[src/rtl/systolic_drain_deskew_if.sv]
// Stream bundle between the systolic drain deskew block and its producer/consumer.
// Lane width defaults to `C_WIDTH (32 when the macro is not provided).
`ifndef C_WIDTH
`define C_WIDTH 32
`endif

interface systolic_drain_deskew_if #(
  parameter int unsigned N     = 2,
  parameter int unsigned DW    = `C_WIDTH,
  parameter int unsigned DEPTH = 4
);
  localparam int unsigned LW = $clog2(DEPTH) + 1;

  logic [N-1:0][DW-1:0] psum_in;
  logic [N-1:0]         valid_in;
  logic [N-1:0][DW-1:0] out_data;
  logic                 out_valid;
  logic                 out_ready;
  logic [LW-1:0]        level;
  logic                 overflow;
  logic                 skew_err;

  modport master (
    output psum_in, valid_in, out_ready,
    input  out_data, out_valid, level, overflow, skew_err
  );

  modport slave (
    input  psum_in, valid_in, out_ready,
    output out_data, out_valid, level, overflow, skew_err
  );
endinterface

[src/rtl/systolic_drain_deskew.sv]
// Realigns skewed systolic-array column results into whole rows and buffers them in a FIFO.
// Optional feature: define DRAIN_RELU_EN to clamp negative lanes to 0 at FIFO write.
`ifndef C_WIDTH
`define C_WIDTH 32
`endif

module systolic_drain_deskew #(
  parameter int unsigned N     = 2,
  parameter int unsigned DW    = `C_WIDTH,
  parameter int unsigned DEPTH = 4
) (
  input logic                  clk,
  input logic                  rst,
  systolic_drain_deskew_if.slave bus
);
  localparam int unsigned AW = $clog2(DEPTH);
  localparam int unsigned LW = AW + 1;

  typedef logic [N-1:0][DW-1:0] row_t;

  row_t         dsk_data;
  logic [N-1:0] dsk_valid;

  // Lane j is delayed N-1-j cycles so that every lane lines up with the last column.
  for (genvar j = 0; j < int'(N); j++) begin : g_lane
    localparam int unsigned S = N - 1 - j;
    if (S == 0) begin : g_direct
      assign dsk_data[j]  = bus.psum_in[j];
      assign dsk_valid[j] = bus.valid_in[j];
    end else begin : g_dly
      logic [DW-1:0] sd [S];
      logic [S-1:0]  sv;

      always_ff @(posedge clk) begin
        if (rst) begin
          for (int k = 0; k < int'(S); k++) sd[k] <= '0;
          sv <= '0;
        end else begin
          sd[0] <= bus.psum_in[j];
          sv[0] <= bus.valid_in[j];
          for (int k = 1; k < int'(S); k++) begin
            sd[k] <= sd[k-1];
            sv[k] <= sv[k-1];
          end
        end
      end

      assign dsk_data[j]  = sd[S-1];
      assign dsk_valid[j] = sv[S-1];
    end
  end

  row_t wdata;

  always_comb begin
    wdata = dsk_data;
`ifdef DRAIN_RELU_EN
    for (int j = 0; j < int'(N); j++) begin
      if (dsk_data[j][DW-1]) wdata[j] = '0;
    end
`endif
  end

  row_t          mem [DEPTH];
  logic [AW-1:0] wptr;
  logic [AW-1:0] rptr;
  logic [LW-1:0] level_q;
  logic          ovf_q;
  logic          skew_q;

  logic row_full;
  logic row_any;
  logic full;
  logic pop;
  logic push;
  logic drop;

  always_comb begin
    row_full = &dsk_valid;
    row_any  = |dsk_valid;
    full     = (level_q == LW'(DEPTH));
    pop      = (level_q != '0) && bus.out_ready;
    // A full FIFO still accepts a row when the head leaves in the same cycle.
    push     = row_full && (!full || pop);
    drop     = row_full && full && !pop;
  end

  always_ff @(posedge clk) begin
    if (rst) begin
      for (int i = 0; i < int'(DEPTH); i++) mem[i] <= '0;
      wptr    <= '0;
      rptr    <= '0;
      level_q <= '0;
      ovf_q   <= 1'b0;
      skew_q  <= 1'b0;
    end else begin
      if (push) begin
        mem[wptr] <= wdata;
        wptr      <= wptr + AW'(1);
      end
      if (pop) rptr <= rptr + AW'(1);
      if (push && !pop)      level_q <= level_q + LW'(1);
      else if (!push && pop) level_q <= level_q - LW'(1);
      if (drop) ovf_q <= 1'b1;
      if (row_any && !row_full) skew_q <= 1'b1;
    end
  end

  assign bus.out_data  = mem[rptr];
  assign bus.out_valid = (level_q != '0);
  assign bus.level     = level_q;
  assign bus.overflow  = ovf_q;
  assign bus.skew_err  = skew_q;

endmodule

[src/flat_wrapper.sv]
// flat-port wrapper written by rule: the top's interface ports become plain ports
module systolic_drain_deskew_flat 
#(
  parameter int unsigned N     = 2,
  parameter int unsigned DW    = `C_WIDTH,
  parameter int unsigned DEPTH = 4
)
  (clk, rst, bus_psum_in, bus_valid_in, bus_out_ready, bus_out_data, bus_out_valid, bus_level, bus_overflow, bus_skew_err);
  systolic_drain_deskew_if #(.N(N), .DW(DW), .DEPTH(DEPTH)) bus_i ();
  input logic clk;
  input logic rst;
  input wire logic [$bits(bus_i.psum_in)-1:0] bus_psum_in;
  input wire logic [$bits(bus_i.valid_in)-1:0] bus_valid_in;
  input wire logic [$bits(bus_i.out_ready)-1:0] bus_out_ready;
  output wire logic [$bits(bus_i.out_data)-1:0] bus_out_data;
  output wire logic [$bits(bus_i.out_valid)-1:0] bus_out_valid;
  output wire logic [$bits(bus_i.level)-1:0] bus_level;
  output wire logic [$bits(bus_i.overflow)-1:0] bus_overflow;
  output wire logic [$bits(bus_i.skew_err)-1:0] bus_skew_err;
  assign bus_i.psum_in = bus_psum_in;
  assign bus_i.valid_in = bus_valid_in;
  assign bus_i.out_ready = bus_out_ready;
  assign bus_out_data = bus_i.out_data;
  assign bus_out_valid = bus_i.out_valid;
  assign bus_level = bus_i.level;
  assign bus_overflow = bus_i.overflow;
  assign bus_skew_err = bus_i.skew_err;
  systolic_drain_deskew #(.N(N), .DW(DW), .DEPTH(DEPTH)) u_core (.clk(clk), .rst(rst), .bus(bus_i));
endmodule
[config.mk]
export PLATFORM = sky130hd
export DESIGN_NAME = systolic_drain_deskew_flat
export DESIGN_NICKNAME = d
export VERILOG_FILES = /design/src/rtl/systolic_drain_deskew_if.sv /design/src/rtl/systolic_drain_deskew.sv /design/src/flat_wrapper.sv
export SDC_FILE = /design/constraint.sdc
export NUM_CORES = 1
export LEC_CHECK = 0
export ABC_CLOCK_PERIOD_IN_PS = 12600
export CAP_MARGIN = 20
export CORE_MARGIN = 2
export CORE_UTILIZATION = 55
export CTS_CLUSTER_SIZE = 10
export DETAILED_ROUTE_END_ITERATION = 16
export DONT_BUFFER_PORTS = 1
export PLACE_DENSITY_LB_ADDON = 0.2
export SLEW_MARGIN = 20
export SYNTH_ARGS = -nofsm -noshare
export SYNTH_HDL_FRONTEND = slang
export SYNTH_SLANG_ARGS = --single-unit
[constraint.sdc]
create_clock -name clk -period 12.6 [get_ports clk]
set_clock_uncertainty 0.05 [all_clocks]
set_input_delay 0.63 -clock clk [delete_from_list [all_inputs] [get_ports clk]]
set_output_delay 0.63 -clock clk [all_outputs]
set_load 0.01 [all_outputs]
==> Word level (Yosys, flattened, before mapping) <==
Memory sizes are Yosys's and may differ from the RTL's. A register that Yosys moved wholly into a read port is not among the register bits.
Cells that the tools add are included.
{ "word_totals": {"reg_bits": 10, "mem_bits_rw": 288, "out_inout_bits": 70, "mem_count": 2} }
{ "classes": {"addsub": 4, "eq_ne": 1, "mux": 15, "n_reduce_logical": 18} }
{ "mem_list": {"columns": ["memory", "words", "width", "read_ports", "rd_ports_with_merged_regs", "write_ports", "line", "text"], "rows": [
  ["u_core.mem", 4, 64, 1, 1, 4, "systolic_drain_deskew.sv:64", "row_t mem [DEPTH];"],
  ["u_core.g_lane[0].g_dly.sd", 1, 32, 1, 0, 1, "systolic_drain_deskew.sv:31", "logic [DW-1:0] sd [S];"]
]} }
{ "ops": {"columns": ["cell", "count"], "rows": [
  ["$mux W64", 1],
  ["$reduce_or A64 Y1", 1],
  ["$mux W32", 1],
  ["$reduce_or A32 Y1", 1],
  ["$mux W1", 8],
  ["$logic_and A1 B1 Y1", 7],
  ["$mux W2", 3],
  ["$mux W3", 2],
  ["$add A2 B1 Y2 const B", 2],
  ["$logic_not A1 Y1", 4],
  ["$add A3 B1 Y3 const B", 1],
  ["$eq A3 B3 Y1 const B", 1],
  ["$reduce_bool A3 Y1", 1],
  ["$sub A3 B1 Y3 const B", 1],
  ["$reduce_and A2 Y1", 1],
  ["$reduce_bool A2 Y1", 1],
  ["$reduce_or A2 Y1", 1],
  ["$logic_or A1 B1 Y1", 1]
]} }

==> Depth between registers and ports, before layout <==
{ "depth": {"depth_word": 9, "mapped_depth": 9, "mapped_depth_nobuf": 9} }

==> Worst setup path after synthesis <==
OpenSTA, ideal clock, no wires.
{ "synth_timing": {"path_type": "input to register", "startpoint": "in bus_valid_in[1]", "endpoint": "mem u_core.mem[1][0] (netlist name) (enable)", "setup_time_ps": 581, "t_arrival_ps": 5645, "required_ps": 11969, "slack_ps": 6324, "path_stages": 3, "path_buffers": 0, "path_cell_list": "ha_1 > nand2_1 > o31ai_1"} }
{ "synth_rtl": {"columns": ["element", "line", "text"], "rows": [
  ["start, declared", "flat_wrapper.sv:13", "input wire logic [$bits(bus_i.valid_in)-1:0] bus_valid_in;"],
  ["end, declared", "systolic_drain_deskew.sv:64", null]
]} }

==> results.json <==
{
  "gp_congestion": 0.6851,
  "cts_root_buffer": "clkbuf_16",
  "synth_warnings": 0,
  "portBuffers": 0,
  "max-slew-margin-rel": 0.2942,
  "fin_crit_ns": 3.064,
  "fmax_mhz": 326.4,
  "yosysSeqAreaShare": 0.6909,
  "leakage_nw": 4.937,
  "antennaDiodeCount": 0,
  "finalSetupViolCount": 0,
  "dr.first_iter.drc_count": 334,
  "wire_per_inst_microns": 22.64,
  "mappedNetlistNets": 815,
  "rsz0062_at_grt": "false",
  "cts_resized": 0,
  "die_h_microns": 154.2,
  "cts_sinks": 300,
  "synth_xor_area_frac": 0.002825,
  "start_util": 0.5647,
  "detail_route.wirelength_mm": 23.85,
  "hold_class": "in2reg",
  "viasPerCell": 5.651,
  "drt-met1-wl_mm": 9.453,
  "path_clk_slew_ns": 0.05,
  "crit_type": "reg2out",
  "vdd_drop_max_mv": 0.1179,
  "cts_hold_buf": 0,
  "cp_data_arrival_time_ns": 2.38,
  "chipWidth_microns": 154.2,
  "netlist_instances": 743,
  "grt.total_usage": 0.2085,
  "hold_viol": 0,
  "cp.required_ns": 11.92,
  "tightest_slew_ns": 1.059,
  "crit_fanout": 53,
  "cts_tree": "built",
  "synth_fa_ha_area_frac": 0.003632,
  "synthMuxAreaShare": 0.1179,
  "antenna_found_initial": 0,
  "wl_met2_mm": 12.15,
  "maxSlewViolCount": 0,
  "insertion_delay_ns": 0.50,
  "drcViolationCount": 0,
  "regArea_sq_mm": 0.008576,
  "io_pins": 139,
  "numCtsBuffers": 36,
  "yosys.area_share.simple": 0.1631,
  "grt_pass1_vias": 6605,
  "syn_to_final_growth_pct": 10.88,
  "synth_common_cells": "edfxtp_1, and2_1, mux4_2",
  "synth.area.top_cells": "edfxtp_1, mux4_2, and2_1, dfxtp_1, and2_2",
  "core_area_sq_mm": 0.02196,
  "multiInputGateArea_sq_mm": 0.003676,
  "p_per_area_mw_per_mm2": 174.0,
  "tns_ns": 0,
  "postCtsSetupBuffers": 0,
  "cap_violations": 0,
  "yosys_most_used_dff": "edfxtp_1",
  "hold_slack_ns": 0.1505,
  "synth-async-reset-ratio": 0,
  "gr-total-overflow": 0,
  "fill_cells": 1623,
  "netlist_area_sq_mm": 0.01240,
  "synth_most_common_cell": "edfxtp_1",
  "cts_buffer_depth": 3,
  "vias": 5950,
  "dp_hpwl_mm": 12.93,
  "startpoint_type": "flip-flop",
  "p_total_mw": 2.393,
  "row_count": 54,
  "synth_compound_area_frac": 0.004742,
  "drtAntennaViolNets": 0,
  "synth_top_family_by_area": "simple AND/OR/NAND/NOR gates",
  "status": "finished, final reports clean",
  "dr.pass1.iters": 6,
  "wl_met3_mm": 1.710,
  "grt_start_max_net_pins": 66,
  "synth.largest_area_cell": "edfxtp_1",
  "syn_area_per_cell_sq_um": 16.69,
  "dr.max_layer_used": "met4",
  "grt_first_pass_wirelength_mm": 37.32,
  "ys_seq_elements": 300,
  "synth_edf_count": 256,
  "dieArea_sq_mm": 0.02376,
  "min_period_over_period": 0.2432,
  "layout-drive-gt1-share": 0.2329,
  "finalNetCount": 820,
  "yosysTopAreaCellShare": 0.6199,
  "crit_path_end_kind": "output pin",
  "cts_max_level": 2,
  "ys_types": 33
}
-- worst max-delay path, cell delays in order, from the launching register on --
cell and delay, ns:
dfxtp_4 0.51, buf_6 0.66, mux4_2 0.67
-- cell families (layout without fill, tap and decap cells) --
| logic type | count (synthesis) | after routing |
|---|---|---|
| buffers and inverters | 49 | 79 |
| adders and majority gates | 3 | 3 |
| and+or+nand+nor | 312 | 312 |
| DFF | 300 | 300 |
| muxes | 66 | 66 |
| xor gates and xnor gates | 4 | 4 |
| AOI/OAI and AO/OA | 9 | 9 |
-- stage by stage --
step	instances	area (sq um)	worst slack (ns)	utilization
6_report	1053	13750	9.536	0.6262
5_1_grt	1053	13750	9.349	0.6262
4_1_cts	1053	13750	9.451	0.6262
3_5_place_dp	990	12710	9.262	0.5789
3_3_place_gp	990	12710	9.303	0.5787
2_1_floorplan	743	12400	6.324	-
-- routing by layer --
| layer | track usage | vias up |
|---|---|---|
| li1 | - | 2716 |
| met1 | 0.2603 | 3009 |
| met2 | 0.3637 | 183 |
| met3 | 0.05271 | 42 |
| met4 | 0.05964 | 0 |
| met5 | 0 | - |
-- area by class of cell --
cell class,instances,area share
Inverter,4,0.001092
Clock inverter,1,0.0006370
Sequential cell,300,0.6237
Timing Repair Buffer,12,0.006825
Tap cell,280,0.02548
Multi-Input combinational cell,394,0.2674
Clock buffer,62,0.07489
-- state kept, by name, summed over array words and instances, names as in the netlist, named ones only --
signal and cells:
u_core.bus.overflow 1, u_core.g_lane.g_dly.sv 1, u_core.wptr 2, u_core.g_lane.g_dly.sd 32, u_core.bus.level 3, u_core.bus.skew_err 1
u_core.rptr 2, u_core.mem 256
-- placed cells by master, fill, tap and decap left out, types with 10 or more instances in the layout --
cell type  netlist  routed
nor2b_1         34      34
dfxtp_1         44      42
and2_2          52      52
nor2_1          10      10
edfxtp_1       256     256
and2_1         204     204
clkbuf_1        22      24
clkbuf_16        0      37
mux4_2          64      64
buf_4            0      11
-- where the power goes --
part | switching [mW] | total, mW | internal, mW
clock | 0.369 | 0.920 | 0.551
combinational | 0.156 | 0.294 | 0.138
sequential | 0.0493 | 1.18 | 1.13
total | 0.574 | 2.39 | 1.82
-- path summary, 6_finish.rpt --
kind                        from                  end  slack, ns  depth (start not counted)
min reg2reg       u_core.rptr[1]       u_core.rptr[1]       0.47                          2
min                          rst  u_core.bus.level[2]       0.15                          1
max reg2reg  u_core.bus.level[0]    u_core.mem[0][35]       9.63                          4
max                    flip-flop      bus_out_data[0]       9.54                          2
No activity file was read; power rests on OpenSTA's default activity.
